[config.mk]
export PLATFORM = sky130hd
export DESIGN_NAME = uart_rx
export DESIGN_NICKNAME = d
export VERILOG_FILES = /design/src/rtl/uart_rx.sv
export SDC_FILE = /design/constraint.sdc
export NUM_CORES = 1
export LEC_CHECK = 0
export CAP_MARGIN = 30
export CORE_MARGIN = 4
export CORE_UTILIZATION = 52
export CTS_BUF_LIST = sky130_fd_sc_hd__clkbuf_4
export CTS_CLUSTER_SIZE = 14
export DETAILED_ROUTE_END_ITERATION = 16
export HOLD_SLACK_MARGIN = 0.06
export PLACE_DENSITY = 0.74
export SYNTH_ARGS = -nofsm -noshare
export SYNTH_HDL_FRONTEND = slang
export SYNTH_SLANG_ARGS = --single-unit
[constraint.sdc]
create_clock -name clk -period 2.9 [get_ports clk]
set_input_delay 0.29 -clock clk [delete_from_list [all_inputs] [get_ports clk]]
set_output_delay 0.29 -clock clk [all_outputs]
set_load 0.02 [all_outputs]
[src/rtl/uart_rx.sv]
// uart_rx: 16x-oversampling UART receiver (LSB first) that pushes good bytes into the RX fifo.
// Define UART_RX_PARITY_EN to add one even-parity bit between the data bits and the stop bit.
module uart_rx #(
  parameter int unsigned B       = 8,
  parameter int unsigned SB_TICK = 16,
  parameter int unsigned DVSR    = 163
) (
  input  logic         clk,
  input  logic         rst,
  input  logic         rx,
  input  logic         full,
  output logic         wr,
  output logic [B-1:0] dout,
  output logic         busy,
  output logic         frame_err,
  output logic         overrun,
  output logic         parity_err
);

  localparam int unsigned CNT_W = (DVSR > 2) ? $clog2(DVSR) : 1;
  localparam int unsigned S_W   = (SB_TICK > 16) ? $clog2(SB_TICK) : 4;
  localparam int unsigned N_W   = (B > 2) ? $clog2(B) : 1;

  localparam logic [CNT_W-1:0] CNT_LAST   = CNT_W'(DVSR - 1);
  localparam logic [S_W-1:0]   S_MID      = S_W'(7);
  localparam logic [S_W-1:0]   S_BIT_END  = S_W'(15);
  localparam logic [S_W-1:0]   S_STOP_END = S_W'(SB_TICK - 1);
  localparam logic [N_W-1:0]   N_LAST     = N_W'(B - 1);

  typedef enum logic [2:0] {
    IDLE,
    START,
    DATA,
    STOP
`ifdef UART_RX_PARITY_EN
    , PARITY
`endif
  } state_t;

  // ---------------------------------------------------------------------------
  // Input synchronizer and oversample tick
  // ---------------------------------------------------------------------------
  logic             rx_meta_q;
  logic             rx_s;
  logic [CNT_W-1:0] cnt_q;
  logic             tick;

  always_ff @(posedge clk) begin
    if (rst) begin
      rx_meta_q <= 1'b1;
      rx_s      <= 1'b1;
    end else begin
      // NOTE: non-blocking assignments keep these two flops a real two-stage chain;
      // blocking ones would collapse the synchronizer into a single flop.
      rx_meta_q <= rx;
      rx_s      <= rx_meta_q;
    end
  end

  assign tick = (cnt_q == CNT_LAST);

  always_ff @(posedge clk) begin
    if (rst || tick) begin
      cnt_q <= '0;
    end else begin
      cnt_q <= cnt_q + CNT_W'(1);
    end
  end

  // ---------------------------------------------------------------------------
  // Frame FSM: state register
  // ---------------------------------------------------------------------------
  state_t         state_q, state_d;
  logic [S_W-1:0] s_q, s_d;
  logic [N_W-1:0] n_q, n_d;
  logic [B-1:0]   sh_q, sh_d;
  logic           par_bad;

`ifdef UART_RX_PARITY_EN
  logic par_bad_q, par_bad_d;
  assign par_bad = par_bad_q;
`else
  assign par_bad = 1'b0;
`endif

  always_ff @(posedge clk) begin
    if (rst) begin
      state_q   <= IDLE;
      s_q       <= '0;
      n_q       <= '0;
      sh_q      <= '0;
`ifdef UART_RX_PARITY_EN
      par_bad_q <= 1'b0;
`endif
    end else begin
      state_q   <= state_d;
      s_q       <= s_d;
      n_q       <= n_d;
      sh_q      <= sh_d;
`ifdef UART_RX_PARITY_EN
      par_bad_q <= par_bad_d;
`endif
    end
  end

  // ---------------------------------------------------------------------------
  // Frame FSM: next-state logic
  // ---------------------------------------------------------------------------
  always_comb begin
    // NOTE: every variable gets its hold value first, so no path leaves one unassigned
    // and no latch is inferred.
    state_d   = state_q;
    s_d       = s_q;
    n_d       = n_q;
    sh_d      = sh_q;
`ifdef UART_RX_PARITY_EN
    par_bad_d = par_bad_q;
`endif
    unique case (state_q)
      IDLE: begin
        if (!rx_s) begin
          state_d = START;
          s_d     = '0;
        end
      end
      START: begin
        if (tick) begin
          if (s_q == S_MID) begin
            // A start bit still low at mid-bit is real; otherwise it was a glitch.
            if (!rx_s) begin
              state_d   = DATA;
              s_d       = '0;
              n_d       = '0;
`ifdef UART_RX_PARITY_EN
              par_bad_d = 1'b0;
`endif
            end else begin
              state_d = IDLE;
            end
          end else begin
            s_d = s_q + S_W'(1);
          end
        end
      end
      DATA: begin
        if (tick) begin
          if (s_q == S_BIT_END) begin
            s_d  = '0;
            sh_d = {rx_s, sh_q[B-1:1]};
            if (n_q == N_LAST) begin
`ifdef UART_RX_PARITY_EN
              state_d = PARITY;
`else
              state_d = STOP;
`endif
            end else begin
              n_d = n_q + N_W'(1);
            end
          end else begin
            s_d = s_q + S_W'(1);
          end
        end
      end
`ifdef UART_RX_PARITY_EN
      PARITY: begin
        if (tick) begin
          if (s_q == S_BIT_END) begin
            s_d       = '0;
            par_bad_d = (^sh_q) ^ rx_s;
            state_d   = STOP;
          end else begin
            s_d = s_q + S_W'(1);
          end
        end
      end
`endif
      STOP: begin
        if (tick) begin
          if (s_q == S_STOP_END) begin
            state_d = IDLE;
          end else begin
            s_d = s_q + S_W'(1);
          end
        end
      end
      default: state_d = IDLE;
    endcase
  end

  // ---------------------------------------------------------------------------
  // Frame FSM: output decode
  // ---------------------------------------------------------------------------
  logic eval;
  logic wr_d, frame_err_d, overrun_d;
`ifdef UART_RX_PARITY_EN
  logic parity_err_d;
`endif

  always_comb begin
    busy         = (state_q != IDLE);
    eval         = (state_q == STOP) && tick && (s_q == S_STOP_END);
    // Priority: bad stop bit, then bad parity, then fifo full.
    frame_err_d  = eval && !rx_s;
    wr_d         = eval && rx_s && !par_bad && !full;
    overrun_d    = eval && rx_s && !par_bad && full;
`ifdef UART_RX_PARITY_EN
    parity_err_d = eval && rx_s && par_bad;
`endif
  end

  // Evaluation results land one clk after the final stop tick.
  logic         wr_q, frame_err_q, overrun_q;
  logic [B-1:0] dout_q;

  always_ff @(posedge clk) begin
    if (rst) begin
      wr_q        <= 1'b0;
      frame_err_q <= 1'b0;
      overrun_q   <= 1'b0;
      // NOTE: dout is reset along with the control flops, so a reset mid-frame can
      // never expose a stale or partial byte.
      dout_q      <= '0;
    end else begin
      wr_q        <= wr_d;
      frame_err_q <= frame_err_d;
      overrun_q   <= overrun_d;
      if (wr_d) begin
        dout_q <= sh_q;
      end
    end
  end

`ifdef UART_RX_PARITY_EN
  logic parity_err_q;

  always_ff @(posedge clk) begin
    if (rst) begin
      parity_err_q <= 1'b0;
    end else begin
      parity_err_q <= parity_err_d;
    end
  end

  assign parity_err = parity_err_q;
`else
  assign parity_err = 1'b0;
`endif

  assign wr        = wr_q;
  assign dout      = dout_q;
  assign frame_err = frame_err_q;
  assign overrun   = overrun_q;

endmodule
After elaboration in Yosys (flattened, before gate mapping)
Index checks and enable logic that the tools add are counted.
- output and inout port bits: 13
- word-level logic and storage cells: 74
- bits in registers: 39
- add/sub/neg operators: 3
- reduce and logical (&&, ||, !) cells: 17
- eq/ne operators: 18
- multiplexer cells: 25
- operators with widths (kind ; number):
    two-way mux 3 bit ; 14
    two-way mux 4 bit ; 7
    != test 2 bit, second input constant ; 11
    one-hot mux 4 bit (4 select lines) ; 1
    one-hot mux 3 bit (4 select lines) ; 1
    adder 8 x 1 -> 8 bit, second input constant ; 1
    equality test 8 bit, second input constant ; 1
    AND reduction 8 bit ; 1
    AND reduction 7 bit ; 1
    equality test 3 x 2 -> 1 bit, second input constant ; 2
    logical AND 1 bit ; 6
    one-hot mux 3 bit (2 select lines) ; 1
    AND reduction 5 bit ; 1
    adder 4 x 1 -> 4 bit, second input constant ; 1
    equality test 4 x 3 -> 1 bit, second input constant ; 1
    equality test 4 bit, second input constant ; 1
    nonzero test 4 bit ; 1
    adder 3 x 1 -> 3 bit, second input constant ; 1
    equality test 3 x 1 -> 1 bit, second input constant ; 1
    equality test 3 bit, second input constant ; 1
    zero test 3 bit ; 1
    AND reduction 3 bit ; 1
    nonzero test 3 bit ; 1
    zero test 1 bit ; 2
    3 further kinds ; 3

Longest topological paths before layout
Gate-level depths: netlist (run 1).
- depth after elaboration: 5
- depth in mapped cells: 8
- mapped depth without buffers: 6

Worst setup path after synthesis (run 1)
Ideal clock, no wire load.
- path kind: reg2reg
- from: register state_q[0]
- to: register state_q[1]
- path buffers: 1
- arrival: 1.864 ns
- path slack: 0.919 ns
- cell stages (with the launch flop): 8
- required time: 2.783 ns
- library setup time: 0.117 ns
- cell sequence: dfxtp_1 > inv_1 > ha_1 > buf_2 > nor3_1 > a21oi_2 > or4_1 > a32o_1
- longest elaborated chain between the ends: 3
- ends and longest elaborated chain (element ; RTL line ; text):
    from (decl) ; 73 ; state_t state_q, state_d;
    from (signal assigned) ; 96 ; state_q <= state_d;
    equality test 3 x 2 -> 1 bit (tied with other cells) ; 119 ; unique case (state_q)
    != test 2 bit (no line) ; -- ;
    AND reduction 8 bit (no line) ; -- ;
Several ways; a longest one is shown, not always the timed one.
A chain may end at the register's enable or synchronous reset.

Worst setup path in the final report (run 1)
Ends and elaborated chain as after synthesis.

==> results of run 1 <==
-- power by group through the flow --
stage	clock, mW	sequential (mW)	combinational, mW
3_5_place_dp	0	0.557	0.166
5_1_grt	0.277	0.548	0.189
6_report	0.244	0.545	0.167
3_3_place_gp	0	0.555	0.161
2_1_floorplan	0	0.553	0.128
4_1_cts	0.251	0.545	0.167
-- through the flow --
stage | hold WS, ns | setup WS, ns | util (%) | instance area (um^2) | instances
after global placement | 0.4023 | 0.8544 | 61.71 | 1946 | 246
final | 0.4284 | 0.7537 | 63.25 | 1994 | 254
after detailed placement | 0.4133 | 0.7622 | 61.71 | 1946 | 246
after CTS | 0.4371 | 0.7460 | 63.25 | 1994 | 254
after floorplan | 0.3895 | 0.9188 | - | 1777 | 196
after global routing | 0.4485 | 0.5677 | 63.25 | 1994 | 254
-- flip-flops by register name, summed over array words and instances, names as in the netlist --
register,count
wr,1
s_q,4
cnt_q,8
overrun,1
sh_q,8
dout,8
rx_meta_q,1
rx_s,1
state_q,2
n_q,3
frame_err,1
-- cell type report --
class | instances | area, um^2
inverter | 9 | 33.78
fill | 268 | 1159
sequential | 38 | 760.7
multi-input combinational | 138 | 930.9
timing repair buffer | 17 | 165.2
clock buffer | 5 | 37.54
tap | 44 | 55.05
clock inverter | 3 | 11.26
-- per-layer routing --
layer	vias up	global-route usage [%]
met4	0	6.345
met3	0	4.216
met2	26	26.52
met1	644	20.10
li1	712	-
met5	-	0
-- worst paths after layout --
| kind | from | end | slack [ns] | cells past startpoint |
|---|---|---|---|---|
| setup / recovery | state_q[0] | state_q[1] | 0.75 | 6 |
| setup reg to reg | state_q[0] | state_q[1] | 0.75 | 6 |
| hold / removal | rx_meta_q | rx_s | 0.43 | 1 |
| hold reg to reg | rx_meta_q | rx_s | 0.43 | 1 |
-- cell families after synthesis --
| family | after synthesis | synth area share, % |
|---|---|---|
| XOR/XNOR | 7 | 3.451 |
| other | 1 | 0.2111 |
| flip-flops | 38 | 42.82 |
| adder cells (fa/ha/maj) | 11 | 7.746 |
| AO/OA/AOI/OAI | 37 | 13.24 |
| multiplexers | 10 | 5.704 |
| AND/OR/NAND/NOR | 72 | 22.04 |
| buffers and inverters | 20 | 4.788 |
-- layout by cell type (no fill, tap or decap), types with 2 or more instances in the layout --
cell | Yosys | routed
a21oi_1 | 13 | 13
and3_1 | 3 | 3
buf_4 | 2 | 2
clkbuf_4 | 0 | 5
clkdlybuf4s50_1 | 0 | 15
clkinv_1 | 0 | 3
dfxtp_1 | 38 | 38
ha_1 | 11 | 11
inv_1 | 9 | 9
mux2i_1 | 9 | 9
nand2_1 | 9 | 9
nand2b_1 | 4 | 4
nand3_1 | 14 | 14
nor2_1 | 20 | 20
nor3_1 | 5 | 5
o21ai_0 | 9 | 9
o22ai_1 | 2 | 2
o31ai_1 | 3 | 3
or2_2 | 2 | 2
or4_1 | 4 | 4
xor2_1 | 6 | 6
==> impl_metrics.env, run 1 <==
export IMPL_status="finished, final reports clean"
export IMPL_clkTransAtPathRegs_ns=0.09
export IMPL_rsz0062_at_grt="false"
export IMPL_insertion_delay_ns=0.33
export IMPL_cts_setup_buffers=0
export IMPL_swShare_pct=28.15
export IMPL_syn_area_per_cell_um2=9.065
export IMPL_grtUsageTotal_pct=16.16
export IMPL_place_hpwl_um=2471
export IMPL_cts_hold_fix_buffers=0
export IMPL_drt_total_wl_um=3276
export IMPL_peakVddDrop_mv=0.2252
export IMPL_crit_arrival_ns=2.37
export IMPL_hold_viol=0
export IMPL_cts_root_buf="clkbuf_4"
export IMPL_crit_type="flop to flop"
export IMPL_synthTopCellsByCount="38 x dfxtp_1, 20 x nor2_1, 14 x nand3_1"
export IMPL_antenna_left=0
export IMPL_fin_nets=224
export IMPL_p_leak_nw=0.7965
export IMPL_vias_per_cell=5.441
export IMPL_cts_tree="yes"
export IMPL_grt_first_pass_wirelength_um=5637
export IMPL_cts_buffers=5
export IMPL_grt_pass1_vias=1299
export IMPL_first_pass_iters=4
export IMPL_antenna_cells=0
export IMPL_wl_met1_um=1601
export IMPL_clockBufferDepth=2
export IMPL_cp_end_kind="flop"
export IMPL_cp_required_ns=3.12
export IMPL_grt_max_degree=26
export IMPL_p_int_mw=0.6864
export IMPL_clkPwrFrac_pct=25.5
export IMPL_drt_initial_drc_count=70
export IMPL_htree_num_levels=2
export IMPL_yosysTopAreaCell="dfxtp_1"
export IMPL_final_setup_viol_count=0
export IMPL_synth_cell_types=46
export IMPL_ys_async_sr_fraction_pct=0
export IMPL_grt_overflow=0
export IMPL_gp_congestion=0.8074
export IMPL_crit_path_cell_trace="inv_1 -> ha_1 -> nor3_1 -> a21oi_2 -> or4_1 -> a32o_1"
export IMPL_worstHoldPathType="flop to flop"
export IMPL_core_area_um2=3153
export IMPL_cp_slowest_cell="or4_1"
export IMPL_max_cap_violations=0
export IMPL_yosys_area_top_type_share_pct=42.82
export IMPL_comb_power_share_pct=17.5
export IMPL_syn_nets=211
export IMPL_ys_seq_elements=38
export IMPL_post_cts_resized=0
export IMPL_yosysWarningCount=0
export IMPL_yosys_top_cells_area="dfxtp_1 43%, ha_1 7.7%, mux2i_1 5.1%"
export IMPL_wl_met3_um=130
export IMPL_dr_wl_met2_um=1544
export IMPL_syn_inst=196
export IMPL_max_stage_delay_ns=0.49
export IMPL_io_pins=17
export IMPL_path_buf_inv=1
export IMPL_top_layer="met3"
export IMPL_yosysSeqAreaShare_pct=42.82
export IMPL_tns_ns=0
export IMPL_slew_violations=0
export IMPL_min_period_over_period_pct=74.01
export IMPL_p_seq_share_pct=57.0
export IMPL_cp_top_family="simple AND/OR/NAND/NOR gates"
export IMPL_min_period_ns=2.146
export IMPL_switchingPower_mw=0.2689
export IMPL_ys_flop_type="dfxtp_1"
export IMPL_fin_worst_skew_ns=0.01028
export IMPL_die_area_um2=4416
export IMPL_areaGrowthSynthToFinish_pct=12.25
export IMPL_cts_sinks=38
export IMPL_vias=1382
export IMPL_critPathLaunchType="flop"
export IMPL_power_mw=0.9553
export IMPL_die_y_um=66.45
export IMPL_cp_max_fo=10
export IMPL_synth_most_common_cell="dfxtp_1"
export IMPL_rows=20
export IMPL_drc=0
export IMPL_start_util_pct=56.35
export IMPL_synth_edf_count=0
export IMPL_antenna_found_initial=0
export IMPL_drive_gt1_share_pct=7.143
export IMPL_fp_dieW_um=66.45
export IMPL_wire_per_inst_um=12.90
export IMPL_power_per_cell_area_nw_per_um2=479.0
export IMPL_portBuffers=15
export IMPL_syn_cell_area_um2=1777
export IMPL_max_freq_ghz=0.4659
No activity file was read; power rests on OpenSTA's default activity.
==> inputs of run 2 (changes only) <==
- clock period: 2.9 -> 2.1 ns (I/O delays scaled with it)
==> run 2 against run 1 <==
  * Critical path depth unchanged
  * Clock skew down 0.0061 ns
  * Non-clock buffer count increased by 5
  * Combinational power is 59% higher
  * Design area grew 4.1%
  * Flip-flop and latch count did not move
  * Fmax increased by 9.0%
  * Largest cell class unchanged
==> impl_metrics.env, run 2 (synthesized netlist as in run 1, its figures left out) <==
export IMPL_wire_per_inst_um=14.06
export IMPL_peakVddDrop_mv=0.4899
export IMPL_drt_initial_drc_count=71
export IMPL_fin_worst_skew_ns=0.004169
export IMPL_hold_viol=0
export IMPL_die_area_um2=4416
export IMPL_max_stage_delay_ns=0.49
export IMPL_areaGrowthSynthToFinish_pct=16.83
export IMPL_min_period_ns=1.969
export IMPL_cts_sinks=38
export IMPL_post_cts_resized=0
export IMPL_htree_num_levels=2
export IMPL_drt_total_wl_um=3641
export IMPL_min_path_cells=2
export IMPL_clkTransAtPathRegs_ns=0.12
export IMPL_cp_end_kind="flop"
export IMPL_grt_first_pass_wirelength_um=6175
export IMPL_vias=1461
export IMPL_grt_max_degree=20
export IMPL_cts_buffers=5
export IMPL_place_hpwl_um=2656
export IMPL_crit_path_cell_trace="ha_1 -> nor4bb_1 -> buf_4 -> a21oi_2 -> or4_1 -> a32o_1"
export IMPL_layout_commonest_cell="dfxtp_1"
export IMPL_fillers=270
export IMPL_fin_nets=229
export IMPL_drive_gt1_share_pct=12.56
export IMPL_grtUsageTotal_pct=18.38
export IMPL_cp_slowest_cell="or4_1"
export IMPL_crit_arrival_ns=2.22
export IMPL_crit_type="flop to flop"
export IMPL_cp_max_fo=7
export IMPL_portBuffers=15
export IMPL_die_y_um=66.45
export IMPL_path_buf_inv=1
export IMPL_cts_root_buf="clkbuf_4"
export IMPL_whs_endpoint="rx_meta_q"
export IMPL_tns_ns=0
export IMPL_clockBufferDepth=2
export IMPL_drc=0
export IMPL_fin_util_pct=65.83
export IMPL_status="finished, final reports clean"
export IMPL_max_cap_violations=0
export IMPL_rows=20
export IMPL_r2r_end="state_q[1]"
export IMPL_first_pass_iters=5
export IMPL_cts_hold_fix_buffers=0
export IMPL_antenna_found_initial=0
export IMPL_cp_top_family="simple AND/OR/NAND/NOR gates"
export IMPL_critPathLaunchType="flop"
export IMPL_p_leak_nw=0.8321
export IMPL_max_freq_ghz=0.5078
export IMPL_grt_pass1_vias=1429
export IMPL_min_period_over_period_pct=93.77
export IMPL_dp_cells=251
export IMPL_antenna_left=0
export IMPL_gp_congestion=0.8679
export IMPL_tightest_slew_ns=0.5072
export IMPL_fp_dieW_um=66.45
export IMPL_mostFrequentLayoutCells="36 x dfxtp_1, 20 x nor2_1, 15 x clkdlybuf4s50_1"
export IMPL_cts_setup_buffers=0
export IMPL_power_per_cell_area_nw_per_um2=736.9
export IMPL_core_area_um2=3153
export IMPL_reg2reg_from="cnt_q[1]"
export IMPL_final_setup_viol_count=0
export IMPL_slew_headroom_pct=66.11
export IMPL_fin_cells=259
export IMPL_worstHoldPathType="input pin to flop"
export IMPL_ff2ff_setup_slack_ns=0.13
export IMPL_min_from="rx"
export IMPL_cp_required_ns=2.35
export IMPL_rr_worst_depth=6
export IMPL_vias_per_cell=5.641
export IMPL_rsz0062_at_grt="false"
export IMPL_slew_violations=0
export IMPL_antenna_cells=0
export IMPL_start_util_pct=56.35
export IMPL_cts_tree="yes"
export IMPL_io_pins=17
export IMPL_insertion_delay_ns=0.35
export IMPL_grt_overflow=0
run 2: cell types whose count changed in the layout (fill, tap and decap cells not counted), sizes merged:
cell / before / now
bufinv: 0 / 1
clkinvlp: 0 / 2
clkinv: 3 / 0
buf: 2 / 7
run 2: where the power goes:
part           switching, mW  internal, mW  total, mW
Clock                  0.257         0.250      0.507
Sequential            0.0195         0.737      0.756
Combinational          0.151         0.116      0.266
Total                  0.428          1.10       1.53
run 2: final cells by class:
| cell class | instances | area [um^2] | area share (%) |
|---|---|---|---|
| Sequential cell | 38 | 763.2 | 36.77 |
| Clock inverter | 3 | 45.04 | 2.170 |
| Clock buffer | 5 | 37.54 | 1.808 |
| Multi-Input combinational cell | 138 | 938.4 | 45.21 |
| Timing Repair Buffer | 22 | 202.7 | 9.765 |
| Tap cell | 44 | 55.05 | 2.652 |
| Inverter | 9 | 33.78 | 1.627 |
run 2: worst max-delay path by stage:
stage / from / endpoint / slack [ns] / cells past startpoint
final: cnt_q[1] / state_q[1] / 0.13 / 6
after global routing: state_q[0] / busy / 0.03 / 4
after CTS: state_q[1] / busy / 0.05 / 4
after detailed placement: state_q[0] / state_q[1] / 0.1 / 6
after global placement: state_q[0] / state_q[1] / 0.16 / 6
after floorplan: state_q[0] / state_q[1] / 0.12 / 7
run 2: stage by stage:
step	cell area, um^2	worst slack [ns]	total power [mW]	hold WS (ns)
after floorplan	1777	0.1188	0.9405	0.3138
after global placement	1983	0.1627	1.017	0.3921
after detailed placement	1983	0.09761	1.031	0.4156
after CTS	2066	0.04698	1.532	0.4083
after global routing	2076	0.02920	1.605	0.4060
final	2076	0.1307	1.530	0.4263
run 2: routing by layer:
layer	track usage [%]	share of wire (%)
met1	21.32	45
met2	30.86	49
met3	5.902	4.7
met4	7.868	1.7
met5	0	0
